### src/rtl/pwm_deadtime.sv
// Dead-time inserter: splits one PWM stream into non-overlapping high-side and low-side gate drives.
// Optional fault latch (fault, fault_clr, fault_flag, FAULT state) is built when PWM_DT_FAULT_EN is defined.
module pwm_deadtime #(
    parameter int DT_BITS = 4
) (
    input  logic               clk,
    input  logic               rst_n,
    input  logic               enable,
    input  logic               pwm_in,
    input  logic [DT_BITS-1:0] dead_time,
`ifdef PWM_DT_FAULT_EN
    input  logic               fault,
    input  logic               fault_clr,
    output logic               fault_flag,
`endif
    output logic               pwm_hi,
    output logic               pwm_lo,
    output logic               dt_active
);

    typedef enum logic [2:0] {
        OFF,
        DT_H,
        HI,
        DT_L,
`ifdef PWM_DT_FAULT_EN
        LO,
        FAULT
`else
        LO
`endif
    } state_t;

    localparam logic [DT_BITS-1:0] CNT_ONE = DT_BITS'(1);

    state_t             state_q, state_d;
    logic [DT_BITS-1:0] cnt_q, cnt_d;
    logic               in_q, in_d;
    logic               pwm_hi_q, pwm_hi_d;
    logic               pwm_lo_q, pwm_lo_d;
    logic               dt_active_q, dt_active_d;
`ifdef PWM_DT_FAULT_EN
    logic               fault_flag_q, fault_flag_d;
`endif

    logic               dt_zero;
    logic [DT_BITS-1:0] dt_load;

    // dead_time is only looked at here, on entry to a band, so later changes cannot stretch a running band.
    assign dt_zero = (dead_time == '0);
    assign dt_load = dead_time - CNT_ONE;

    always_comb begin
        state_d = state_q;
        cnt_d   = cnt_q;
        in_d    = pwm_in;

        case (state_q)
            OFF: begin
                if (in_q) begin
                    if (dt_zero) begin
                        state_d = HI;
                    end else begin
                        state_d = DT_H;
                        cnt_d   = dt_load;
                    end
                end else begin
                    if (dt_zero) begin
                        state_d = LO;
                    end else begin
                        state_d = DT_L;
                        cnt_d   = dt_load;
                    end
                end
            end
            LO: begin
                if (in_q) begin
                    if (dt_zero) begin
                        state_d = HI;
                    end else begin
                        state_d = DT_H;
                        cnt_d   = dt_load;
                    end
                end
            end
            // A revert during a band goes straight back: the side being waited for was never switched on.
            DT_H: begin
                if (!in_q) begin
                    state_d = LO;
                end else if (cnt_q == '0) begin
                    state_d = HI;
                end else begin
                    cnt_d = cnt_q - CNT_ONE;
                end
            end
            HI: begin
                if (!in_q) begin
                    if (dt_zero) begin
                        state_d = LO;
                    end else begin
                        state_d = DT_L;
                        cnt_d   = dt_load;
                    end
                end
            end
            DT_L: begin
                if (in_q) begin
                    state_d = HI;
                end else if (cnt_q == '0) begin
                    state_d = LO;
                end else begin
                    cnt_d = cnt_q - CNT_ONE;
                end
            end
`ifdef PWM_DT_FAULT_EN
            FAULT: begin
                if (fault_clr && !fault) begin
                    state_d = OFF;
                end
            end
`endif
            default: begin
                state_d = OFF;
            end
        endcase

`ifdef PWM_DT_FAULT_EN
        // A latched fault ignores enable; only fault_clr may release it.
        if (!enable && (state_q != FAULT)) begin
            state_d = OFF;
        end
        if (fault) begin
            state_d = FAULT;
        end
`else
        if (!enable) begin
            state_d = OFF;
        end
`endif
    end

    // Output flops decode the next state, so both drives come from one state value and can never overlap.
    always_comb begin
        pwm_hi_d    = (state_d == HI);
        pwm_lo_d    = (state_d == LO);
        dt_active_d = (state_d == DT_H) || (state_d == DT_L);
`ifdef PWM_DT_FAULT_EN
        fault_flag_d = (state_d == FAULT);
`endif
    end

    always_ff @(posedge clk) begin
        if (!rst_n) begin
            state_q     <= OFF;
            cnt_q       <= '0;
            in_q        <= 1'b0;
            pwm_hi_q    <= 1'b0;
            pwm_lo_q    <= 1'b0;
            dt_active_q <= 1'b0;
`ifdef PWM_DT_FAULT_EN
            fault_flag_q <= 1'b0;
`endif
        end else begin
            state_q     <= state_d;
            cnt_q       <= cnt_d;
            in_q        <= in_d;
            pwm_hi_q    <= pwm_hi_d;
            pwm_lo_q    <= pwm_lo_d;
            dt_active_q <= dt_active_d;
`ifdef PWM_DT_FAULT_EN
            fault_flag_q <= fault_flag_d;
`endif
        end
    end

    assign pwm_hi    = pwm_hi_q;
    assign pwm_lo    = pwm_lo_q;
    assign dt_active = dt_active_q;
`ifdef PWM_DT_FAULT_EN
    assign fault_flag = fault_flag_q;
`endif

endmodule

### config.mk
export PLATFORM = sky130hd
export DESIGN_NAME = pwm_deadtime
export DESIGN_NICKNAME = d
export VERILOG_FILES = /design/src/rtl/pwm_deadtime.sv
export SDC_FILE = /design/constraint.sdc
export NUM_CORES = 1
export LEC_CHECK = 0
export ABC_AREA = 1
export CAP_MARGIN = 20
export CELL_PAD_IN_SITES_DETAIL_PLACEMENT = 0
export CELL_PAD_IN_SITES_GLOBAL_PLACEMENT = 2
export CORE_UTILIZATION = 29
export CTS_CLUSTER_DIAMETER = 120
export DETAILED_ROUTE_END_ITERATION = 10
export PLACE_DENSITY = 0.81
export SETUP_SLACK_MARGIN = 0.5
export SLEW_MARGIN = 20
export SYNTH_ARGS = -nofsm -noshare
export SYNTH_HDL_FRONTEND = slang
export SYNTH_SLANG_ARGS = --single-unit
### constraint.sdc
create_clock -name clk -period 3.05 [get_ports clk]
set_clock_uncertainty 0.15 [all_clocks]
set_input_delay 0.305 -clock clk [delete_from_list [all_inputs] [get_ports clk]]
set_output_delay 0.305 -clock clk [all_outputs]
set_load 0.01 [all_outputs]
# Yosys cells after proc, flatten, opt, wreduce, memory -nomap -nowiden
# Index checks and enable logic that the tools add are counted.
# Widths: inputs -> output; s select.
# op_classes
n_eq_ne	12
n_reduce_logical	6
addsub	2
muxes	18
# op_table
op	count
$mux 3	9
$mux 4	6
$pmux 4 s5	1
$pmux 3 s5	1
$eq 3x2->1 const B	4
$logic_not 4->1	2
$ne 2x2->1 const B	4
$sub 4x1->4 const B	2
$eq 3x1->1 const B	2
$eq 3x3->1 const B	2
$reduce_and 5->1	1
$reduce_bool 5->1	1
$logic_not 3->1	1
$mux 2	1
$logic_or 1x1->1	1
# word_totals
out_inout_bits	3
register_bits	11

# Longest topological paths before layout
# logic_depth
ltp_word	7
mapped_depth	11
ltp_nobuf	11

# Least setup slack after synthesis
# Ideal clock, no wire load.
# synth_timing
kind	input port to flip-flop
from	input dead_time[1]
to	register pwm_hi_q, in the netlist pwm_hi
t_arrival_ns	1.229
setup_ns	0.112
path_slack_ns	1.559
stages	10
path_cell_list	nor2_1 nand2_1 inv_1 ha_1 inv_1 nor2_1 a21oi_1 nand3_1 nand3_1 nor2_1
# synth_via
elab_chain_cells	6
word_cells_on_any_way	9
classes_between	1 x eq/ne; 7 x mux; 1 x reduce/logical
# synth_rtl
item	line	text
start: declaration	10	input logic [DT_BITS-1:0] dead_time,
$logic_not 4->1 (*)	50	assign dt_zero = (dead_time == '0);
$mux 3 / $mux 2 (equally long branches)	n/a	
$mux 3 (on tied branches)	97, 60, 77	
$pmux 3 s5 (*)	58	case (state_q)
$mux 3 (*)	136	if (!enable) begin
$eq 3x2->1 (*)	144	pwm_hi_d = (state_d == HI);
end signal: assignment	167	pwm_hi_q <= pwm_hi_d;
end: declaration	39	logic pwm_hi_q, pwm_hi_d;
# Mark *: on every way between the ends. The rest lies on a longest branch, timed or not.
# A chain may end at the register's enable or synchronous reset.

# Worst setup path after layout
# layout_timing
from	input dead_time[1]
to	register pwm_lo_q, in the netlist pwm_lo
# layout_via
elab_chain_cells	6
word_cells_on_any_way	9
classes_between	1 x eq/ne; 7 x mux; 1 x reduce/logical
# layout_rtl
item	line	text
$logic_not 4->1 (*)	50	
$mux 3 / $mux 2 (equally long branches)	n/a	
$mux 3 (on tied branches)	97, 60, 77	
$pmux 3 s5 (*)	58	
$mux 3 (*)	136	
$eq 3x3->1 (*)	145	pwm_lo_d = (state_d == LO);
end signal: assignment	168	pwm_lo_q <= pwm_lo_d;
end: declaration	40	logic pwm_lo_q, pwm_lo_d;
# Marks and branches as above.

==> metrics.txt <==
Worst R2R Setup Slack=1.42 ns; Vias per Instance=4.50; Total Wirelength=1.46 mm; Power Total=roughly 0.37 mW; CTS H-tree lvls=1; gr ovfl total=0; vias=just under 700; Crit. End Element=register; antenna diode count=0; post-CTS setup buffers=0; router iterations before antenna repair=4; CP Launch Type=input port; core footprint=0.00225 mm2; Die Y=about 51 um; R2R depth=9; share of cells above drive strength 1=11.2%; Tightest Pin Transition=0.253 ns; vias in the first global route=~670; Post-Route Setup TNS=0 ns; Initial DRC Count=11; clock latency at the later pin of the worst-skew pair=about 0.26 ns; FILL cells=248; initial antenna violation count=0; Clk pin slew, worst setup/hold paths=0.06 ns; PortBufs=10; sequential area share after synthesis=31.4%; Max Cap Violations=0; worst hold path stage count=2; mapped cell area=702 um2; Seq cells post-synth=11; Avg Cell Area, Syn=6.32 um2; final critical-path share of the clock period=between 50% and 60%; CTS Buf Count=3; Lkg Pwr=roughly 0.44 nW; peak fanout along the critical path=3; power per cell area=~430 mW/mm2; CP Class=input port to register; FMAX=between 0.5 and 0.6 GHz; Worst Path Required=a little over 3 ns; Clock Sinks=11; Tmin final=1.81 ns; Netlist cell types=17; post-route antenna net violation count=0; ranking of synthesized cells by area=dfxtp_1 (31%), nand2_1 (18%), nor2_1 (9.1%); Layout Nets=136; Min-Delay Startpoint=cnt_q[2]; DP Worst Slack=0.942 ns; yosys warns=0; share of the synthesized area in the top cell type=31.4%; Max Buffers Root-to-Sink=2; status=completed; first-pass GRT wire length=around 2.5 mm; GR Util All Layers=13.1%; root buffer cell=clkbuf_4; final hold vios=0; hold buffers post-CTS=0; setup ws final=~1.2 ns; Hold Path Sink=cnt_q[2]; RSZ-0062 raised after global routing=false; IO Count=11; DR WL/cell=9.54 um; Remaining DRCs=0; Cells after Synth=roughly 110; row cnt=17; Max Transition Viols Final=0; DIE AREA=0.00262 mm2; syn_nets=121; WP data arrival=1.87 ns; width of the die=between 50 and 60 um; HPWL after DPL=1.16 mm; Initial Util=31.1%; final setup vio count=0; Max VDD drop=0.000282 V; CTS tree=done; post_cts resized=0; relative slew slack=83.1%; RR Startpoint=in_q; post-synth top area cell=dfxtp_1; reg2reg end=pwm_hi; Layout area overhead=23.0%; Hold/Removal Path Class=register to register; final RePlAce weighted congestion=0.805; largest net degree at the start of global routing=10
==> cell families after synthesis <==
kind of cell,synth area share [%]
fa+ha+maj,3.56
buf+inv,9.63
simple gates,45.5
flops,31.4
compound gates,8.73
xor+xnor,1.25
==> worst max path at each step <==
stage,startpoint,to,cells after the start
global placement,dead_time[1],pwm_lo,12
CTS,dead_time[1],pwm_lo,12
floorplan,dead_time[1],pwm_hi,10
detailed placement,dead_time[1],pwm_lo,12
finish,dead_time[1],pwm_lo,12
global route,dead_time[1],pwm_lo,12
==> registers in the layout (all words and copies together) (netlist names) <==
name,count
pwm_lo,1
dt_active,1
in_q,1
pwm_hi,1
state_q,3
cnt_q,4
==> worst max-delay path, stage by stage <==
cell and delay, ns:
clkdlybuf4s50_1 0.43, nor2_1 0.20, nand2_1 0.10, inv_1 0.10, ha_1 0.23, inv_1 0.05, nor2_1 0.04, a21oi_1 0.11
nand3_1 0.11, nand2_1 0.07, nand2_1 0.05, nor2_1 0.07
==> power by group <==
part	total, mW	switching, mW	internal (mW)	leakage (nW)
Sequential	0.168	0.0114	0.157	0.0907
Clock	0.0954	0.0448	0.0506	0.0150
Combinational	0.106	0.0628	0.0430	0.338
Total	0.369	0.119	0.250	0.443
==> metrics by stage <==
step	hold WS [ns]	instance area [um2]	cells	utilization, %
3_3_place_gp	0.346	837	149	37.1
4_1_cts	0.361	863	153	38.3
6_report	0.356	863	153	38.3
2_1_floorplan	0.248	702	111	-
5_1_grt	0.396	863	153	38.3
3_5_place_dp	0.351	837	149	37.1
==> cells in the mapped netlist <==
master	count
ha_1	2
o21ai_1	1
nand3b_1	1
o21ai_2	3
nor2_1	17
xor2_1	1
inv_1	16
nand3_2	2
o21ai_0	3
inv_2	2
nor3_2	1
nand2_1	33
nand2_4	2
dfxtp_1	11
nand3_1	12
nor2_4	1
a21oi_1	3
==> metal layers <==
metal	vias up	wire length, um	global-route usage [%]
met1	295	761	16.9
met4	0	38	10.6
met2	15	612	19.3
met3	6	48	1.49
li1	373	-	-
met5	-	0	0
==> layout by cell type, fill, tap and decap left out <==
master / synthesis / routed
a21oi_1: 3 / 3
clkbuf_1: 0 / 1
clkbuf_4: 0 / 3
clkdlybuf4s50_1: 0 / 10
dfxtp_1: 11 / 11
ha_1: 2 / 2
inv_1: 16 / 16
inv_2: 2 / 2
nand2_1: 33 / 33
nand2_4: 2 / 2
nand3_1: 12 / 12
nand3_2: 2 / 2
nand3b_1: 1 / 1
nor2_1: 17 / 17
nor2_4: 1 / 1
nor3_2: 1 / 1
o21ai_0: 3 / 3
o21ai_1: 1 / 1
o21ai_2: 3 / 3
xor2_1: 1 / 1
==> area by class of cell <==
cell class / count / area, um2 / area share, %
Multi-Input combinational cell: 82 / 414 / 48.0
Sequential cell: 11 / 220 / 25.5
Timing Repair Buffer: 10 / 100 / 11.6
Inverter: 18 / 67.6 / 7.83
Tap cell: 28 / 35.0 / 4.06
Clock buffer: 4 / 26.3 / 3.04
Power figures use the tool's default switching activity.
